==> src/rtl/alu_issue_stage.sv <==
// alu_issue_stage: RV32I decode/issue register stage feeding the ALU.
// Optional macro RV32M_DECODE_EN enables MUL/MULH/MULHSU/MULHU decode.
// Ports:
//   clk, rst_n              clock, async active-low reset
//   in_valid/in_ready       fetch handshake; instr_in, pc_in payload
//   rs1_addr/rs2_addr       combinational regfile read addresses
//   rs1_data/rs2_data       same-cycle regfile read data
//   flush                   drop held and incoming instruction
//   out_valid/out_ready     execute handshake
//   pc_out, rs1_out, rs2_out, imm_out, alu_ctrl, mux1_ctrl,
//   mux2_ctrl, rd_addr, rd_we, illegal   registered issue payload
module alu_issue_stage #(
    parameter int DATA_WIDTH = 32,
    parameter int FUNC_WIDTH = 5
) (
    input  logic                  clk,
    input  logic                  rst_n,
    input  logic                  in_valid,
    output logic                  in_ready,
    input  logic [31:0]           instr_in,
    input  logic [DATA_WIDTH-1:0] pc_in,
    output logic [4:0]            rs1_addr,
    output logic [4:0]            rs2_addr,
    input  logic [DATA_WIDTH-1:0] rs1_data,
    input  logic [DATA_WIDTH-1:0] rs2_data,
    input  logic                  flush,
    output logic                  out_valid,
    input  logic                  out_ready,
    output logic [DATA_WIDTH-1:0] pc_out,
    output logic [DATA_WIDTH-1:0] rs1_out,
    output logic [DATA_WIDTH-1:0] rs2_out,
    output logic [DATA_WIDTH-1:0] imm_out,
    output logic [FUNC_WIDTH-1:0] alu_ctrl,
    output logic                  mux1_ctrl,
    output logic                  mux2_ctrl,
    output logic [4:0]            rd_addr,
    output logic                  rd_we,
    output logic                  illegal
);

    typedef logic [FUNC_WIDTH-1:0] func_t;

    localparam func_t OP_ADD   = func_t'(0);
    localparam func_t OP_SUB   = func_t'(1);
    localparam func_t OP_SLL   = func_t'(2);
    localparam func_t OP_SLT   = func_t'(3);
    localparam func_t OP_SLTU  = func_t'(4);
    localparam func_t OP_XOR   = func_t'(5);
    localparam func_t OP_SRL   = func_t'(6);
    localparam func_t OP_SRA   = func_t'(7);
    localparam func_t OP_OR    = func_t'(8);
    localparam func_t OP_AND   = func_t'(9);
    localparam func_t OP_PASSB = func_t'(10);
`ifdef RV32M_DECODE_EN
    localparam func_t OP_MUL   = func_t'(11);
`endif

    localparam logic [6:0] OPC_OP     = 7'b0110011;
    localparam logic [6:0] OPC_OP_IMM = 7'b0010011;
    localparam logic [6:0] OPC_LUI    = 7'b0110111;
    localparam logic [6:0] OPC_AUIPC  = 7'b0010111;
    localparam logic [6:0] OPC_LOAD   = 7'b0000011;
    localparam logic [6:0] OPC_STORE  = 7'b0100011;

    localparam logic [6:0] F7_BASE = 7'b0000000;
    localparam logic [6:0] F7_ALT  = 7'b0100000;
    localparam logic [6:0] F7_MULD = 7'b0000001;

    logic [6:0]  opcode;
    logic [2:0]  funct3;
    logic [6:0]  funct7;
    logic [4:0]  rd;
    logic [31:0] imm_i;
    logic [31:0] imm_s;
    logic [31:0] imm_u;

    assign opcode   = instr_in[6:0];
    assign funct3   = instr_in[14:12];
    assign funct7   = instr_in[31:25];
    assign rd       = instr_in[11:7];
    assign rs1_addr = instr_in[19:15];
    assign rs2_addr = instr_in[24:20];

    assign imm_i = {{20{instr_in[31]}}, instr_in[31:20]};
    assign imm_s = {{20{instr_in[31]}}, instr_in[31:25], instr_in[11:7]};
    assign imm_u = {instr_in[31:12], 12'b0};

    function automatic func_t base_op(input logic [2:0] f3);
        func_t r;
        unique case (f3)
            3'd0:    r = OP_ADD;
            3'd1:    r = OP_SLL;
            3'd2:    r = OP_SLT;
            3'd3:    r = OP_SLTU;
            3'd4:    r = OP_XOR;
            3'd5:    r = OP_SRL;
            3'd6:    r = OP_OR;
            default: r = OP_AND;
        endcase
        return r;
    endfunction

    func_t       d_alu;
    logic        d_mux1;
    logic        d_mux2;
    logic [31:0] d_imm;
    logic        d_bad;
    logic        d_wr;
    logic        n_alu_ok;
    logic        n_we;
    func_t       n_alu;
    logic        n_mux1;
    logic        n_mux2;
    logic [31:0] n_imm;

    always_comb begin
        d_alu  = OP_ADD;
        d_mux1 = 1'b0;
        d_mux2 = 1'b0;
        d_imm  = '0;
        d_bad  = 1'b0;
        d_wr   = 1'b0;
        unique case (opcode)
            OPC_OP: begin
                d_wr = 1'b1;
                if (funct7 == F7_BASE) begin
                    d_alu = base_op(funct3);
                end else if (funct7 == F7_ALT && funct3 == 3'd0) begin
                    d_alu = OP_SUB;
                end else if (funct7 == F7_ALT && funct3 == 3'd5) begin
                    d_alu = OP_SRA;
`ifdef RV32M_DECODE_EN
                end else if (funct7 == F7_MULD && !funct3[2]) begin
                    d_alu = OP_MUL + func_t'(funct3);
`endif
                end else begin
                    d_bad = 1'b1;
                end
            end
            OPC_OP_IMM: begin
                d_wr   = 1'b1;
                d_mux2 = 1'b1;
                d_imm  = imm_i;
                d_alu  = base_op(funct3);
                // Shift-immediates carry funct7 in imm[11:5].
                if (funct3 == 3'd1 && funct7 != F7_BASE) begin
                    d_bad = 1'b1;
                end else if (funct3 == 3'd5) begin
                    if (funct7 == F7_ALT)
                        d_alu = OP_SRA;
                    else if (funct7 != F7_BASE)
                        d_bad = 1'b1;
                end
            end
            OPC_LUI: begin
                d_wr   = 1'b1;
                d_alu  = OP_PASSB;
                d_mux2 = 1'b1;
                d_imm  = imm_u;
            end
            OPC_AUIPC: begin
                d_wr   = 1'b1;
                d_mux1 = 1'b1;
                d_mux2 = 1'b1;
                d_imm  = imm_u;
            end
            OPC_LOAD: begin
                d_wr   = 1'b1;
                d_mux2 = 1'b1;
                d_imm  = imm_i;
            end
            OPC_STORE: begin
                d_mux2 = 1'b1;
                d_imm  = imm_s;
            end
            default: d_bad = 1'b1;
        endcase
    end

    // Illegal encodings issue as a harmless ADD with no writeback.
    assign n_alu_ok = !d_bad;
    assign n_alu    = n_alu_ok ? d_alu  : OP_ADD;
    assign n_mux1   = n_alu_ok ? d_mux1 : 1'b0;
    assign n_mux2   = n_alu_ok ? d_mux2 : 1'b0;
    assign n_imm    = n_alu_ok ? d_imm  : 32'd0;
    assign n_we     = n_alu_ok && d_wr && (rd != 5'd0);

    logic accept;

    assign in_ready = !out_valid || out_ready;
    assign accept   = in_valid && in_ready && !flush;

    always_ff @(posedge clk or negedge rst_n) begin
        if (!rst_n) begin
            out_valid <= 1'b0;
            pc_out    <= '0;
            rs1_out   <= '0;
            rs2_out   <= '0;
            imm_out   <= '0;
            alu_ctrl  <= '0;
            mux1_ctrl <= 1'b0;
            mux2_ctrl <= 1'b0;
            rd_addr   <= '0;
            rd_we     <= 1'b0;
            illegal   <= 1'b0;
        end else begin
            if (flush)
                out_valid <= 1'b0;
            else if (accept)
                out_valid <= 1'b1;
            else if (out_ready)
                out_valid <= 1'b0;
            if (accept) begin
                pc_out    <= pc_in;
                rs1_out   <= rs1_data;
                rs2_out   <= rs2_data;
                imm_out   <= DATA_WIDTH'($signed(n_imm));
                alu_ctrl  <= n_alu;
                mux1_ctrl <= n_mux1;
                mux2_ctrl <= n_mux2;
                rd_addr   <= rd;
                rd_we     <= n_we;
                illegal   <= d_bad;
            end
        end
    end

endmodule

==> config.mk <==
export PLATFORM = sky130hd
export DESIGN_NAME = alu_issue_stage
export DESIGN_NICKNAME = d
export VERILOG_FILES = /design/src/rtl/alu_issue_stage.sv
export SDC_FILE = /design/constraint.sdc
export NUM_CORES = 1
export LEC_CHECK = 0
export ABC_AREA = 1
export BUFFER_PORTS_ARGS = -buffer_cell sky130_fd_sc_hd__buf_2
export CAP_MARGIN = 20
export CELL_PAD_IN_SITES_DETAIL_PLACEMENT = 1
export CELL_PAD_IN_SITES_GLOBAL_PLACEMENT = 1
export CORE_ASPECT_RATIO = 1.1
export CORE_MARGIN = 2
export CORE_UTILIZATION = 36
export CTS_CLUSTER_DIAMETER = 100
export DETAILED_ROUTE_END_ITERATION = 8
export GPL_ROUTABILITY_DRIVEN = 0
export PLACE_DENSITY = 0.87
export SLEW_MARGIN = 20
export SYNTH_ARGS = -nofsm -noshare
export SYNTH_HDL_FRONTEND = slang
export SYNTH_SLANG_ARGS = --single-unit
==> constraint.sdc <==
create_clock -name clk -period 3.4 [get_ports clk]
set_input_delay 0.17 -clock clk [delete_from_list [all_inputs] [get_ports clk]]
set_output_delay 0.17 -clock clk [all_outputs]
set_load 0.01 [all_outputs]
==> results of run 1 <==
[worst max-delay path, cell delays in order (launching register included)]
cell and delay, ns:
dfrtp_1 0.34, inv_1 0.04, nor2_1 0.20, nor3_4 0.08, inv_4 0.52, buf_4 0.41, nand2_1 0.14, nand2_1 0.10
[final cells by class]
cell class	count	area (um^2)	area share, %
inverters	36	138	1.48
diodes	2	5.00	0.0540
flip-flops and latches	142	3550	38.3
clock buffers	20	447	4.82
well taps	234	293	3.16
multi-input cells	517	2280	24.6
clock inverters	12	114	1.23
repair buffers	383	2440	26.3
[report_power, final]
part / total, uW / internal (uW) / switching (uW)
combinational: 864 / 353 / 511
clock: 1790 / 1030 / 753
sequential: 1990 / 1870 / 113
total: 4640 / 3260 / 1380
[how the worst max path moves through the flow]
stage              start     endpoint  cells past startpoint
3_5_place_dp   out_valid   imm_out[0]                      7
2_1_floorplan  out_valid  imm_out[15]                      6
4_1_cts        out_valid   imm_out[0]                      7
5_1_grt        out_valid   rs2_out[7]                      7
6_report       out_valid   rs2_out[7]                      7
3_3_place_gp   out_valid   imm_out[0]                      7
[flip-flops by register name, indices dropped and copies added (netlist names), 4 cells and up]
signal    count
rs2_out      32
rd_addr       5
pc_out       32
rs1_out      32
imm_out      32
alu_ctrl      4
[cells by family (layout without fill, tap and decap cells)]
kind of cell / count (synthesis) / count (layout)
buffers and inverters: 78 / 451
other: 1 / 3
and+or+nand+nor: 461 / 461
muxes: 13 / 13
DFF: 142 / 142
AOI/OAI and AO/OA: 42 / 42
[metal layers]
metal,GRT usage (%),wire [um],vias up
li1,-,-,3002
met1,29.0,9220,3112
met2,47.2,12700,244
met3,6.83,1510,50
met4,11.3,832,0
met5,0,0,-
[cell usage after synthesis (all sizes together)]
master	count	area, um^2
o22ai	5	31.3
o21ai	26	134
nand2	380	1440
inv	36	135
clkbuf	10	37.5
mux2i	13	130
buf	32	196
dfrtp	142	3550
a21oi	10	50.1
nor2	41	216
nor3	4	31.3
a21o	1	7.51
conb	1	3.75
nand3	27	170
nand4	9	62.6
[metrics by stage]
step / std cells / setup WS [ns] / area, um^2
2_1_floorplan: 737 / 1.99 / 6200
3_3_place_gp: 1218 / 1.57 / 7760
3_5_place_dp: 1218 / 1.49 / 7760
4_1_cts: 1344 / 1.48 / 9260
5_1_grt: 1346 / 1.27 / 9270
6_report: 1346 / 1.47 / 9270
==> flow_metrics.env, run 1 <==
export IMPL_overflow=0
export IMPL_min_period_ns=1.93
export IMPL_powerDensity_nw_per_um2=500
export IMPL_synthCells=737
export IMPL_clkSinkCount=142
export IMPL_synth_seq_cells=142
export IMPL_worstSetupPathType="flop to flop"
export IMPL_setup_tns_ns=0
export IMPL_cts_tree="built"
export IMPL_required_ns=3.75
export IMPL_ys_warnings_count=0
export IMPL_wl_um=24200
export IMPL_yosysSeqAreaShare_pct=57.3
export IMPL_hold_viol_final=0
export IMPL_finClkSkew_ns=0.00646
export IMPL_hold_slack_ns=0.0319
export IMPL_rr_worst_depth=7
export IMPL_status="complete, no violations"
export IMPL_clockRootBuffer="clkbuf_16"
export IMPL_power_uw=4640
export IMPL_nNetsFinal=1230
export IMPL_setup_violations=0
export IMPL_fillers=2069
export IMPL_relSlewSlack_pct=36.2
export IMPL_synthXorXnorAreaFrac_pct=0
export IMPL_cp_data_arrival_time_ns=2.28
export IMPL_post_cts_resized=0
export IMPL_drc_errors=0
export IMPL_synthMuxAreaShare_pct=2.10
export IMPL_die_area_um2=18300
export IMPL_cts_setup_buffers=0
export IMPL_hp_start="pc_in[7]"
export IMPL_worstSetupStartpointType="flop"
export IMPL_hp_class="input pin to flop"
export IMPL_dr_pass1_iters=4
export IMPL_syn_cell_area_um2=6200
export IMPL_hpwlAfterDp_um=14500
export IMPL_ant_nets=0
export IMPL_detail_route_vias_per_cell=4.76
export IMPL_drv_slew=0
export IMPL_rsz0062_at_grt="false"
export IMPL_min_period_over_period_pct=56.8
export IMPL_cts_inserted_buffers=17
export IMPL_core_um2=17000
export IMPL_p_leak_uw=0.00533
export IMPL_drive_above_1_share_pct=32.3
export IMPL_worstReg2RegStart="out_valid"
export IMPL_cp_max_fo=66
export IMPL_fmax_ghz=0.518
export IMPL_tightest_slew_ns=0.957
export IMPL_clkLatencyLatePin_ns=0.41
export IMPL_hold_buffers=94
export IMPL_clk_pin_slew_ns=0.06
export IMPL_cts_htree_levels=4
export IMPL_grt_pass1_wl_um=37000
export IMPL_grt_max_degree=125
export IMPL_rows=50
export IMPL_final_common_cell="nand2_1"
export IMPL_synthAdderAreaFrac_pct=0
export IMPL_grt_pass1_vias=6973
export IMPL_die_width_um=129
export IMPL_num_io_pins=287
export IMPL_postLayoutCoreUtil_pct=54.7
export IMPL_clockBufferDepth=2
export IMPL_min_to="pc_out[7]"
export IMPL_synthSimpleGateAreaFrac_pct=31.0
export IMPL_wire_per_inst_um=18.0
export IMPL_synth_cell_types=26
export IMPL_final_cell_mix="nand2_1 (374), buf_2 (284), dfrtp_1 (142), dlygate4sd3_1 (94), inv_1 (26)"
export IMPL_whs_path_depth=3
export IMPL_synth_fp_nets=870
export IMPL_end_kind="flop"
export IMPL_cap_violations=0
export IMPL_antenna_found_initial=2
export IMPL_drtIter0Drc=380
export IMPL_r2r_slack_ns=1.47
export IMPL_vias=6408
export IMPL_syn_to_final_growth_pct=49.5
export IMPL_grt_usage_pct=26.3
export IMPL_avgSynthCellArea_um2=8.41
export IMPL_ir_worst_vdd_mv=0.354
export IMPL_io_buffers=285
export IMPL_fp_dieH_um=142
export IMPL_synth_top_family_by_area="simple AND/OR/NAND/NOR gates"
export IMPL_rr_endpoint="rs2_out[7]"
export IMPL_synth_compound_area_share_pct=3.59
export IMPL_start_util_pct=36.6
No activity file was read; power rests on OpenSTA's default activity.
==> inputs of run 2 (changes only) <==
Settings changed: CORE_UTILIZATION 36 to 33, PLACE_DENSITY 0.87 to 0.81.
Clock period 3.4 ns to 2 ns, I/O delays scaled along.
==> run 2 against run 1 <==
Compared with the run above:
- hold slack lost 0.0094 ns
- clock power is 74% higher
- first-iteration DRC count shrank 32%
- sequential power up 69%
- setup slack got worse by 1.2 ns
- via count rose by 0.91%
- wire length is 1.2% higher
- critical path depth grew 4
- utilization is 3.3 points lower
- clock skew rose by 0.0033 ns
- sequential share of layout area fell by 0.78 points
- register-to-register slack lost 1.2 ns
- largest cell class unchanged
==> flow_metrics.env, run 2 (same netlist as run 1, synthesis figures left out) <==
export IMPL_clkSinkCount=142
export IMPL_vias=6466
export IMPL_dr_pass1_iters=4
export IMPL_cp_top_family="buffers and inverters"
export IMPL_grt_pass1_vias=7037
export IMPL_grt_max_degree=67
export IMPL_wire_per_inst_um=17.9
export IMPL_rr_worst_depth=7
export IMPL_grt_usage_pct=24.9
export IMPL_setup_ws_ns=0.283
export IMPL_worstSetupPathType="input pin to flop"
export IMPL_startpoint="instr_in[27]"
export IMPL_powerDensity_nw_per_um2=842
export IMPL_drv_slew=0
export IMPL_min_period_ns=1.72
export IMPL_relSlewSlack_pct=62.4
export IMPL_met3_usage_pct=6.28
export IMPL_worstReg2RegStart="out_valid"
export IMPL_cts_inserted_buffers=17
export IMPL_required_ns=2.28
export IMPL_rows=52
export IMPL_grt_pass1_wl_um=38300
export IMPL_path_depth=11
export IMPL_hp_class="input pin to flop"
export IMPL_clockRootBuffer="clkbuf_16"
export IMPL_hpwlAfterDp_um=14600
export IMPL_clkLatencyLatePin_ns=0.41
export IMPL_finClkSkew_ns=0.00979
export IMPL_p_leak_uw=0.00542
export IMPL_io_buffers=285
export IMPL_slowest_stage="dlygate4sd3_1"
export IMPL_max_stage_delay_ns=0.55
export IMPL_post_cts_resized=0
export IMPL_final_common_cell="nand2_1"
export IMPL_drtIter0Drc=259
export IMPL_syn_to_final_growth_pct=52.6
export IMPL_hold_buffers=104
export IMPL_r2r_slack_ns=0.28
export IMPL_rr_endpoint="imm_out[14]"
export IMPL_fillers=2273
export IMPL_grt_busiest_layer="met2"
export IMPL_nNetsFinal=1246
export IMPL_dpl_instance_area_um2=7840
export IMPL_drive_above_1_share_pct=32.4
export IMPL_worstSetupStartpointType="input pin"
export IMPL_cp_max_fo=13
export IMPL_tightest_slew_ns=0.564
export IMPL_crit_path_cell_trace="dlygate4sd3_1 > buf_2 > nor2_1 > nand2_1 > inv_1 > nand3_1 > nand3_1 > nand3_4 > nand2_2 > inv_2 > nor2_1"
export IMPL_cap_violations=0
export IMPL_fmax_ghz=0.582
export IMPL_die_area_um2=19900
export IMPL_cts_tree="built"
export IMPL_worstPathBufferInverterCount=4
export IMPL_cp_data_arrival_time_ns=2.00
export IMPL_multi_input_area_um2=2280
export IMPL_die_width_um=135
export IMPL_final_cell_mix="nand2_1 (374), buf_2 (284), dfrtp_1 (142), dlygate4sd3_1 (104), inv_1 (26)"
export IMPL_setup_tns_ns=0
export IMPL_endpoint="imm_out[14]"
export IMPL_ir_worst_vdd_mv=0.569
export IMPL_preCtsSetupSlack_ns=0.289
export IMPL_num_io_pins=287
export IMPL_overflow=0
export IMPL_min_period_over_period_pct=85.9
export IMPL_rsz0062_at_grt="false"
export IMPL_end_kind="flop"
export IMPL_cts_setup_buffers=0
export IMPL_clockBufferDepth=2
export IMPL_fp_dieH_um=148
export IMPL_hold_viol_final=0
export IMPL_status="complete, no violations"
export IMPL_clk_pin_slew_ns=0.06
export IMPL_wl_um=24500
export IMPL_drc_errors=0
export IMPL_setup_violations=0
export IMPL_antenna_found_initial=1
export IMPL_grt_use_met2_pct=45.5
export IMPL_cts_htree_levels=4
export IMPL_ant_nets=0
export IMPL_detail_route_vias_per_cell=4.72
export IMPL_core_um2=18400
export IMPL_met1_usage_pct=27.3
export IMPL_final_cell_area_um2=9460
export IMPL_ff_latch_area_um2=3550
export IMPL_start_util_pct=33.7
==> run 2: cell count changes in the layout (fill, tap and decap cells not counted), sizes merged <==
cell,before,now
clkinvlp,4,3
buf,289,295
clkbuf,20,19
bufinv,1,2
dlygate4sd3,94,104
diode,2,1
clkinv,5,6
==> run 2: layer usage <==
metal | vias to the layer above | part of all wire [%]
met3 | 65 | 5.9
met4 | 2 | 3.7
li1 | 3034 | -
met5 | - | 0.053
met2 | 249 | 52
met1 | 3116 | 38
==> run 2: worst min-delay path by stage <==
stage	start	endpoint	slack [ns]	depth (start not counted)
6_report	instr_in[9]	rd_addr[2]	0.02	3
5_1_grt	instr_in[29]	imm_out[9]	0.01	3
4_1_cts	instr_in[9]	rd_addr[2]	0.002	3
3_5_place_dp	rst_n	rs2_out[1]	0.12	1
3_3_place_gp	rst_n	rs2_out[1]	0.12	1
2_1_floorplan	rst_n	alu_ctrl[0]	-0.20	0
==> run 2: final cells by class <==
cell class,count,share of cell area [%]
multi-input combinational,517,24.1
timing repair buffer,399,27.6
sequential,142,37.6
antenna,1,0.0264
clock buffer,19,4.58
inverter,36,1.45
clock inverter,13,1.49
tap,243,3.21
==> run 2: worst register-to-register path: cells and delay by family (launching register included) <==
kind | cells | cell delay, ns
buffers and inverters | 3 | 0.64
flip-flops | 1 | 0.37
AND/OR/NAND/NOR | 4 | 0.58
==> run 2: per-stage QoR <==
stage | utilization (%) | std cells | total power, uW | hold slack (ns)
after floorplan | - | 737 | 3970 | -0.196
after global placement | 42.6 | 1233 | 4620 | 0.116
after global routing | 51.4 | 1369 | 8350 | 0.0121
after CTS | 51.4 | 1369 | 7950 | 0.00186
final | 51.4 | 1370 | 7970 | 0.0225
after detailed placement | 42.6 | 1233 | 4660 | 0.118
==> run 2: power breakdown <==
| part | internal [uW] | switching (uW) | total, uW |
|---|---|---|---|
| Combinational | 625 | 864 | 1490 |
| Sequential | 3190 | 181 | 3370 |
| Clock | 1840 | 1270 | 3110 |
